$ cat src/rtl/res_pkg.sv
// Shared defaults and FSM state type for the result-RAM arbiter.
package res_pkg;
   localparam int RES_ADDR_W   = 14;
   localparam int RES_DATA_W   = 8;
   localparam int RES_MAX_LOCK = 64;

   typedef enum logic [1:0] {
      IDLE  = 2'd0,
      LOCK0 = 2'd1,
      LOCK1 = 2'd2
   } arb_state_e;
endpackage

$ cat src/rtl/res_arb_if.sv
// Bundle of both requester ports plus the RAM-side strobes of the arbiter.
interface res_arb_if import res_pkg::*; #(
   parameter int ADDR_W = RES_ADDR_W,
   parameter int DATA_W = RES_DATA_W
);
   logic              req0, req1, we0, we1, lock0, lock1;
   logic [ADDR_W-1:0] addr0, addr1;
   logic [DATA_W-1:0] wdata0, wdata1;
   logic              gnt0, gnt1, rvalid0, rvalid1, lock_err;
   logic [DATA_W-1:0] rdata;
   logic              res_rd, res_wr;
   logic [ADDR_W-1:0] res_addr;
   logic [DATA_W-1:0] res_do, res_di;

   modport master (
      output req0, req1, we0, we1, lock0, lock1, addr0, addr1, wdata0, wdata1, res_di,
      input  gnt0, gnt1, rvalid0, rvalid1, lock_err, rdata, res_rd, res_wr, res_addr, res_do
   );

   modport slave (
      input  req0, req1, we0, we1, lock0, lock1, addr0, addr1, wdata0, wdata1, res_di,
      output gnt0, gnt1, rvalid0, rvalid1, lock_err, rdata, res_rd, res_wr, res_addr, res_do
   );
endinterface

$ cat src/rtl/lock_timer.sv
// Counts consecutive locked cycles; expire_o flags the last permitted locked cycle.
module lock_timer import res_pkg::*; #(
   parameter int MAX_LOCK = RES_MAX_LOCK
)(
   input  logic clk,
   input  logic reset,
   input  logic clr_i,
   input  logic en_i,
   output logic expire_o
);
   localparam int CNT_W = (MAX_LOCK > 2) ? $clog2(MAX_LOCK) : 1;
   localparam logic [CNT_W-1:0] TERM = CNT_W'(MAX_LOCK - 1);

   logic [CNT_W-1:0] cnt_q;

   assign expire_o = en_i && (cnt_q == TERM);

   always_ff @(posedge clk or posedge reset) begin
      if (reset) begin
         cnt_q <= '0;
      end else if (clr_i) begin
         cnt_q <= '0;
      end else if (en_i && !expire_o) begin
         cnt_q <= cnt_q + CNT_W'(1);
      end
   end
endmodule

$ cat src/rtl/res_arb.sv
// Two-port arbiter for the result RAM: round-robin in IDLE, optional bounded
// ownership lock per port, one-cycle read return pipeline.
module res_arb import res_pkg::*; #(
   parameter int ADDR_W   = RES_ADDR_W,
   parameter int DATA_W   = RES_DATA_W,
   parameter int MAX_LOCK = RES_MAX_LOCK
)(
   input logic     clk,
   input logic     reset,
   res_arb_if.slave bus
);
   arb_state_e        state_q;
   logic              last_gnt_q;
   logic              rvalid0_q, rvalid1_q;
   logic              gnt0, gnt1, expire, locked_hold;
   logic              rd, wr;
   logic [ADDR_W-1:0] addr_mux;
   logic [DATA_W-1:0] wdata_mux;

   // last_gnt_q = 1 means port 1 was served last, so port 0 wins a tie.
   always_comb begin
      gnt0 = 1'b0;
      gnt1 = 1'b0;
      case (state_q)
         IDLE: begin
            if (bus.req0 && bus.req1) begin
               gnt0 = last_gnt_q;
               gnt1 = ~last_gnt_q;
            end else begin
               gnt0 = bus.req0;
               gnt1 = bus.req1;
            end
         end
         LOCK0:   gnt0 = bus.req0;
         LOCK1:   gnt1 = bus.req1;
         default: ;
      endcase
      if (reset) begin
         gnt0 = 1'b0;
         gnt1 = 1'b0;
      end
   end

   always_comb begin
      rd        = 1'b0;
      wr        = 1'b0;
      addr_mux  = '0;
      wdata_mux = '0;
      if (gnt0) begin
         rd        = ~bus.we0;
         wr        = bus.we0;
         addr_mux  = bus.addr0;
         wdata_mux = bus.we0 ? bus.wdata0 : '0;
      end else if (gnt1) begin
         rd        = ~bus.we1;
         wr        = bus.we1;
         addr_mux  = bus.addr1;
         wdata_mux = bus.we1 ? bus.wdata1 : '0;
      end
   end

   assign bus.gnt0     = gnt0;
   assign bus.gnt1     = gnt1;
   assign bus.res_rd   = rd;
   assign bus.res_wr   = wr;
   assign bus.res_addr = addr_mux;
   assign bus.res_do   = wdata_mux;
   assign bus.rvalid0  = rvalid0_q;
   assign bus.rvalid1  = rvalid1_q;
   assign bus.rdata    = (rvalid0_q || rvalid1_q) ? bus.res_di : '0;

   // Only a release forced while the owner still asks to hold is an error.
   assign locked_hold  = ((state_q == LOCK0) && bus.lock0) || ((state_q == LOCK1) && bus.lock1);
   assign bus.lock_err = expire && locked_hold;

   lock_timer #(.MAX_LOCK(MAX_LOCK)) u_lock_timer (
      .clk      (clk),
      .reset    (reset),
      .clr_i    (state_q == IDLE),
      .en_i     (state_q != IDLE),
      .expire_o (expire)
   );

   always_ff @(posedge clk or posedge reset) begin
      if (reset) begin
         state_q    <= IDLE;
         last_gnt_q <= 1'b1;
         rvalid0_q  <= 1'b0;
         rvalid1_q  <= 1'b0;
      end else begin
         rvalid0_q <= gnt0 && !bus.we0;
         rvalid1_q <= gnt1 && !bus.we1;
         if (gnt0) begin
            last_gnt_q <= 1'b0;
         end else if (gnt1) begin
            last_gnt_q <= 1'b1;
         end
         case (state_q)
            IDLE: begin
               if (gnt0 && bus.lock0) begin
                  state_q <= LOCK0;
               end else if (gnt1 && bus.lock1) begin
                  state_q <= LOCK1;
               end
            end
            LOCK0: begin
               if (!bus.lock0) begin
                  state_q <= IDLE;
               end else if (expire) begin
                  state_q    <= IDLE;
                  last_gnt_q <= 1'b0;
               end
            end
            LOCK1: begin
               if (!bus.lock1) begin
                  state_q <= IDLE;
               end else if (expire) begin
                  state_q    <= IDLE;
                  last_gnt_q <= 1'b1;
               end
            end
            default: state_q <= IDLE;
         endcase
      end
   end
endmodule

$ cat src/flat_wrapper.sv
// flat-port wrapper written by rule: the top's interface ports become plain ports
module res_arb_flat import res_pkg::*;
#(
   parameter int ADDR_W   = RES_ADDR_W,
   parameter int DATA_W   = RES_DATA_W,
   parameter int MAX_LOCK = RES_MAX_LOCK
)
  (clk, reset, bus_req0, bus_req1, bus_we0, bus_we1, bus_lock0, bus_lock1, bus_addr0, bus_addr1, bus_wdata0, bus_wdata1, bus_res_di, bus_gnt0, bus_gnt1, bus_rvalid0, bus_rvalid1, bus_lock_err, bus_rdata, bus_res_rd, bus_res_wr, bus_res_addr, bus_res_do);
  res_arb_if #(.ADDR_W(ADDR_W), .DATA_W(DATA_W)) bus_i ();
  input logic clk;
  input logic reset;
  input wire logic [$bits(bus_i.req0)-1:0] bus_req0;
  input wire logic [$bits(bus_i.req1)-1:0] bus_req1;
  input wire logic [$bits(bus_i.we0)-1:0] bus_we0;
  input wire logic [$bits(bus_i.we1)-1:0] bus_we1;
  input wire logic [$bits(bus_i.lock0)-1:0] bus_lock0;
  input wire logic [$bits(bus_i.lock1)-1:0] bus_lock1;
  input wire logic [$bits(bus_i.addr0)-1:0] bus_addr0;
  input wire logic [$bits(bus_i.addr1)-1:0] bus_addr1;
  input wire logic [$bits(bus_i.wdata0)-1:0] bus_wdata0;
  input wire logic [$bits(bus_i.wdata1)-1:0] bus_wdata1;
  input wire logic [$bits(bus_i.res_di)-1:0] bus_res_di;
  output wire logic [$bits(bus_i.gnt0)-1:0] bus_gnt0;
  output wire logic [$bits(bus_i.gnt1)-1:0] bus_gnt1;
  output wire logic [$bits(bus_i.rvalid0)-1:0] bus_rvalid0;
  output wire logic [$bits(bus_i.rvalid1)-1:0] bus_rvalid1;
  output wire logic [$bits(bus_i.lock_err)-1:0] bus_lock_err;
  output wire logic [$bits(bus_i.rdata)-1:0] bus_rdata;
  output wire logic [$bits(bus_i.res_rd)-1:0] bus_res_rd;
  output wire logic [$bits(bus_i.res_wr)-1:0] bus_res_wr;
  output wire logic [$bits(bus_i.res_addr)-1:0] bus_res_addr;
  output wire logic [$bits(bus_i.res_do)-1:0] bus_res_do;
  assign bus_i.req0 = bus_req0;
  assign bus_i.req1 = bus_req1;
  assign bus_i.we0 = bus_we0;
  assign bus_i.we1 = bus_we1;
  assign bus_i.lock0 = bus_lock0;
  assign bus_i.lock1 = bus_lock1;
  assign bus_i.addr0 = bus_addr0;
  assign bus_i.addr1 = bus_addr1;
  assign bus_i.wdata0 = bus_wdata0;
  assign bus_i.wdata1 = bus_wdata1;
  assign bus_i.res_di = bus_res_di;
  assign bus_gnt0 = bus_i.gnt0;
  assign bus_gnt1 = bus_i.gnt1;
  assign bus_rvalid0 = bus_i.rvalid0;
  assign bus_rvalid1 = bus_i.rvalid1;
  assign bus_lock_err = bus_i.lock_err;
  assign bus_rdata = bus_i.rdata;
  assign bus_res_rd = bus_i.res_rd;
  assign bus_res_wr = bus_i.res_wr;
  assign bus_res_addr = bus_i.res_addr;
  assign bus_res_do = bus_i.res_do;
  res_arb #(.ADDR_W(ADDR_W), .DATA_W(DATA_W), .MAX_LOCK(MAX_LOCK)) u_core (.clk(clk), .reset(reset), .bus(bus_i));
endmodule
$ cat config.mk
export PLATFORM = sky130hd
export DESIGN_NAME = res_arb_flat
export DESIGN_NICKNAME = d
export VERILOG_FILES = /design/src/rtl/res_pkg.sv /design/src/rtl/res_arb_if.sv /design/src/rtl/lock_timer.sv /design/src/rtl/res_arb.sv /design/src/flat_wrapper.sv
export SDC_FILE = /design/constraint.sdc
export NUM_CORES = 1
export LEC_CHECK = 0
export CORE_MARGIN = 4
export CORE_UTILIZATION = 28
export DETAILED_ROUTE_END_ITERATION = 8
export PLACE_DENSITY = 0.84
export SLEW_MARGIN = 20
export SYNTH_ARGS = -nofsm -noshare
export SYNTH_HDL_FRONTEND = slang
export SYNTH_SLANG_ARGS = --single-unit
$ cat constraint.sdc
create_clock -name clk -period 2.1 [get_ports clk]
set_input_delay 0.42 -clock clk [delete_from_list [all_inputs] [get_ports clk]]
set_output_delay 0.42 -clock clk [all_outputs]
set_load 0.01 [all_outputs]
# Word level (Yosys, flattened, before mapping)

Cells that the tools add are included.

Equal/unequal tests: 4
Add/sub/neg operators: 1
Reduce and logical (&&, ||, !) cells: 18
Bitwise logic cells: 3
Muxes and demuxes: 32

Operators with widths:

| cell                                                   | number |
|---|---|
| 2-to-1 mux 8 bit                                       | 5 |
| 2-to-1 mux 14 bit                                      | 2 |
| 2-to-1 mux 1 bit                                       | 14 |
| 2-to-1 mux 6 bit                                       | 2 |
| logical AND 1 bit                                      | 10 |
| 2-to-1 mux 2 bit                                       | 5 |
| adder 6 x 1 -> 6 bit (second input constant)           | 1 |
| == test 6 bit (second input constant)                  | 1 |
| case mux 1 bit (2 select lines)                        | 3 |
| case mux 2 bit (3 select lines)                        | 1 |
| nonzero test 2 bit                                     | 2 |
| logical NOT 1 bit                                      | 3 |
| inequality test 3 x 1 -> 1 bit (second input constant) | 1 |
| NOT 1 bit                                              | 3 |
| == test 2 x 1 -> 1 bit (second input constant)         | 1 |
| == test 2 bit (second input constant)                  | 1 |
| logical NOT 2 bit                                      | 1 |
| logical OR 1 bit                                       | 2 |

Word-level logic and storage cells: 63
Register bits after elaboration: 11
Output and inout port bits: 37

# Longest topological paths before layout

Depth after elaboration: 9
Gate-level depth with buffers: 9
Mapped depth without buffers: 7

# By module

From an unflattened synthesis, not the netlist that was laid out.

Cells, all modules: 124
Area total of the unflattened synthesis: 1122.3 um^2

By module, submodules not included:

| module     | area an instance (um^2) | times used | cells each | sequential area each (um^2) |
|---|---|---|---|---|
| res_arb    | 735.7                   | 1          | 84         | 126.4 |
| lock_timer | 386.6                   | 1          | 40         | 150.1 |

# Worst setup path after synthesis

OpenSTA, ideal clock, no wires.

Kind: reg-to-output
From: register u_core.state_q[1]
To: output bus_res_addr[10]
Path slack: -0.159 ns
Arrival: 1.839 ns
Cell stages (with the launch flop): 8
Data required time: 1.680 ns
Path buffers: 1
Path through: dfrtp_1 -> inv_1 -> ha_1 -> or3b_1 -> o211ai_2 -> clkbuf_1 -> nand2_1 -> o21ai_0

Longest elaborated chain between the ends: 5

Ends and longest elaborated chain:

| what                                               | line               | source |
|---|---|---|
| start: declaration                                 | res_arb.sv:12      | `arb_state_e state_q;` |
| start signal: assignment                           | res_arb.sv:86      | `state_q <= IDLE;` |
| start signal: assignment                           | res_arb.sv:101     | `state_q <= LOCK0;` |
| start signal: assignment                           | res_arb.sv:103     | `state_q <= LOCK1;` |
| == test 2 bit or logical NOT 2 bit (tied branches) | res_arb.sv:24      | `case (state_q)` |
| case mux 1 bit (2 select lines)                    | res_arb.sv:24      |  |
| 2-to-1 mux 1 bit                                   | res_arb.sv:38      | `if (reset) begin` |
| 2-to-1 mux 14 bit                                  | res_arb.sv:54      | `end else if (gnt1) begin` |
| 2-to-1 mux 14 bit *                                | res_arb.sv:49      | `if (gnt0) begin` |
| end: declaration                                   | flat_wrapper.sv:31 | `output wire logic [$bits(bus_i.res_addr)-1:0] bus_res_addr;` |

Every way passes the cells marked *; elsewhere a longest branch is shown, timed or not.

# Worst setup path after layout

From: register u_core.state_q[0]
To: output bus_res_do[7]

Longest elaborated chain between the ends: 5

Ends and longest elaborated chain:

| what                                               | line               | source |
|---|---|---|
| == test 2 bit or logical NOT 2 bit (tied branches) | res_arb.sv:24      |  |
| case mux 1 bit (2 select lines)                    | res_arb.sv:24      |  |
| 2-to-1 mux 1 bit                                   | res_arb.sv:38      |  |
| 2-to-1 mux 8 bit                                   | res_arb.sv:54      |  |
| 2-to-1 mux 8 bit *                                 | res_arb.sv:49      |  |
| end: declaration                                   | flat_wrapper.sv:32 | `output wire logic [$bits(bus_i.res_do)-1:0] bus_res_do;` |

Marks and branches as above.

==> summary.md <==
| Metric | Value |
|---|---|
| Die X | 69.96 microns |
| Gr usage total | 16.93% |
| Worst path bufs/invs | 4 |
| Worst hold path depth | 2 |
| CTS Root Cell | clkbuf_8 |
| Max-cap violations | 0 |
| Cts bufs inserted | 3 |
| Post-Route WL | 4.295 mm |
| Sequential area share after synthesis | 25.73% |
| Pwr Density | 746.9 mW/mm^2 |
| RSZ-0062 raised after global routing | true |
| Met1 usage | 16.48% |
| Tmin final | 2.534 ns |
| Outcome | finished with violations |
| Post-synth ARST share | 100.0% |
| Initial antenna violation count | 0 |
| Initial Utilization | 29.14% |
| Reg2reg start | u_core.state_q[0] |
| GR Util met3 | 3.022% |
| Synthesized area | 0.001075 sq mm |
| First-pass GRT wire length | 6.934 mm |
| Nets | 345 |
| Share of cells above drive strength 1 | 32.26% |
| Most frequent cell after synthesis | nand2_1 |
| Slew @ Worst Pin | 0.4680 ns |
| Synth Flop Type | dfrtp_1 |
| GR Layer Usage met2 | 35.36% |
| Overall die height | 69.96 microns |
| CTS H-tree lvls | 1 |
| Worst r2r path cells | 7 |
| Syn avg cell area | 7.362 sq um |
| Top Ports | 97 |
| IO Port Bufs | 96 |
| Fin worst setup slack | -0.4344 ns |
| Mux share of post-synthesis cell area | 0% |
| Synth area leaders | dfrtp_1 (23%), nand2_1 (12%), a22o_1 (6.5%) |
| Hold Vio Cnt, Final | 0 |
| Sink of the worst hold path | u_core.u_lock_timer.cnt_q[4] |
| Synthesized instance count | 146 |
| Slew Limit Fails | 0 |
| CTS Sinks | 11 |
| Hold wc startpoint | u_core.u_lock_timer.cnt_q[4] |
| Share of the synthesized area in the top cell type | 23.28% |
| Synth cell types | 43 |
| CORE AREA | 0.003689 sq mm |
| Worst EP arrival | 2.11 ns |
| Vias per inst | 4.881 |
| #FFs+latches synth | 11 |
| Xor/xnor share of the synthesized area | 0.8149% |
| Final setup viols | 26 |
| Drt pass-1 iters | 4 |
| Largest net degree at the start of global routing | 19 |
| CP Capture Type | output pin |
| Wire per inst | 13.13 microns |
| Clock slew at the register clock pins of the worst setup and hold paths | 0.05 ns |
| Area growth syn-to-layout | 127.1% |
| VDD IR-drop max | 0.5076 mV |
| Leak Pwr | 0.001110 uW |
| Row Count | 22 |
| Compound-Gate Fraction of Synth Area | 29.22% |
| Drc violations | 0 |
| GR peak layer | met2 |
| Tot Pwr | 1823 uW |
| Post-synth top cells | nand2_1 (34), o21ai_0 (12), nor2b_1 (11) |
| Post-synth EDFFs | 0 |
| Hold WC Path Type | flop to flop |
| Antenna Violating Nets Remaining | 0 |
| CP max stage delay | 0.43 ns |
| Crit start category | flop |
| FF-to-FF setup slack | 0.10 ns |
| CP max FO | 8 |
| Main combinational cell family by area after synthesis | simple AND/OR/NAND/NOR gates |
| Crit-path most repeated cell | buf_6 |
| CP Cell Sequence | ha_4 > or3b_4 > o211ai_4 > inv_4 > nor3b_4 > buf_6 > buf_6 > a22o_1 > buf_2 |
| Grt total ovfl | 0 |
| Ant diodes | 0 |
| Vias in the first global route | 1597 |
| Reg2Reg Capture Point | u_core.last_gnt_q |
| DP HPWL | 3.378 mm |
| Yosys top cell by area | dfrtp_1 |
| Crit-path slowest cell | dfrtp_1 |
| Delay-heaviest family, CP | simple AND/OR/NAND/NOR gates |
| Finished Core Util | 66.18% |
| GPL Wtd Cong | 0.7602 |
| Yosys warnings | 0 |
| Clk_lat worst skew | 0.24 ns |
| Worst EP required | 1.68 ns |
| Post-Synth Simple-Gate Area | 32.48% |
| Max_slew headroom | 68.76% |
| DRT iter0 DRCs | 49 |
| F_max | 394.6 MHz |
| Via count | 1596 |
| Violated checks | setup timing |
| Filler cells | 306 |
| Clock skew | 0.003041 ns |
| CTS tree | built |
| Synth Area in Adders | 5.821% |
| Die Area | 0.004894 sq mm |
| Period utilization | 120.7% |
| Post-synthesis net count | 211 |
| CTS Buffer Depth | 2 |
| Crit Path Category | flop to output pin |
## routing by layer
metal / part of all wire (%) / vias up / routed length [microns]
met5: 0 / - / 0
met4: 1.3 / 0 / 54
met3: 6.8 / 6 / 294
met2: 54 / 75 / 2329
met1: 38 / 736 / 1617
li1: - / 779 / -
## power by group
part	leakage, uW	switching [uW]	internal (uW)
registers	0.000147	40.0	263
clock network	0.0000228	78.2	133
logic	0.000940	591	718
## placed cells by master, fill, tap and decap left out, types with 8 or more instances in the layout
cell / n
clkdlybuf4s50_1: 68
dfrtp_1: 10
nor2b_1: 9
o21ai_1: 12
buf_6: 9
buf_2: 16
a22o_1: 8
nand2_1: 32
buf_4: 32
nor2_1: 8
## cell families after synthesis
group           after synthesis
xor+xnor                      1
fa+ha+maj                     5
flops                        11
buf+inv                      14
compound gates               44
simple gates                 71
## state kept, by name, summed over array words and instances (netlist names)
name and cells:
u_core.state_q 2, u_core.bus.rvalid0 1, u_core.u_lock_timer.cnt_q 6, u_core.last_gnt_q 1
u_core.bus.rvalid1 1
## worst max path at each step
stage	endpoint	start	depth (start not counted)
2_1_floorplan	bus_res_do[0]	u_core.state_q[1]	7
3_3_place_gp	bus_res_rd	bus_req1	7
3_5_place_dp	bus_res_do[7]	bus_req0	7
4_1_cts	bus_res_do[7]	u_core.state_q[0]	9
5_1_grt	bus_res_do[6]	u_core.state_q[0]	9
6_report	bus_res_do[7]	u_core.state_q[0]	9
## layout make-up
type,instances,area [sq um],area share [%]
Timing Repair Buffer,136,1217,49.87
Multi-Input combinational cell,121,813.3,33.32
Sequential cell,11,276.5,11.33
Tap cell,48,60.06,2.460
Clock buffer,4,45.04,1.845
Inverter,7,28.78,1.179
## worst reg2reg max path: stages (launching register included)
cell and delay, ns:
dfrtp_1 0.43, ha_4 0.18, or3b_4 0.39, o211ai_4 0.12, inv_4 0.07, buf_4 0.21, a2111oi_2 0.37, o21a_1 0.17
## per-stage QoR
step / std cells / setup slack [ns] / area, sq um / TNS, ns / hold WS, ns
6_report: 327 / -0.4344 / 2441 / -8.982 / 0.5841
5_1_grt: 327 / -0.5307 / 2441 / -11.16 / 0.6032
4_1_cts: 324 / -0.4124 / 2419 / -8.258 / 0.5894
3_5_place_dp: 309 / -0.9302 / 2292 / -20.90 / 0.5830
3_3_place_gp: 309 / -0.8698 / 2292 / -19.26 / 0.5609
2_1_floorplan: 146 / -0.02987 / 1116 / -0.2891 / 0.2717
## what timing repair did
item,in CTS,in global routing
pin swaps,9,7
buffers inserted,10,5
hold buffers,0,0
setup endpoints to repair,27,34
resized for setup,120,6
cloned,1,0
hold endpoints to repair,0,0
Power figures use the tool's default switching activity.
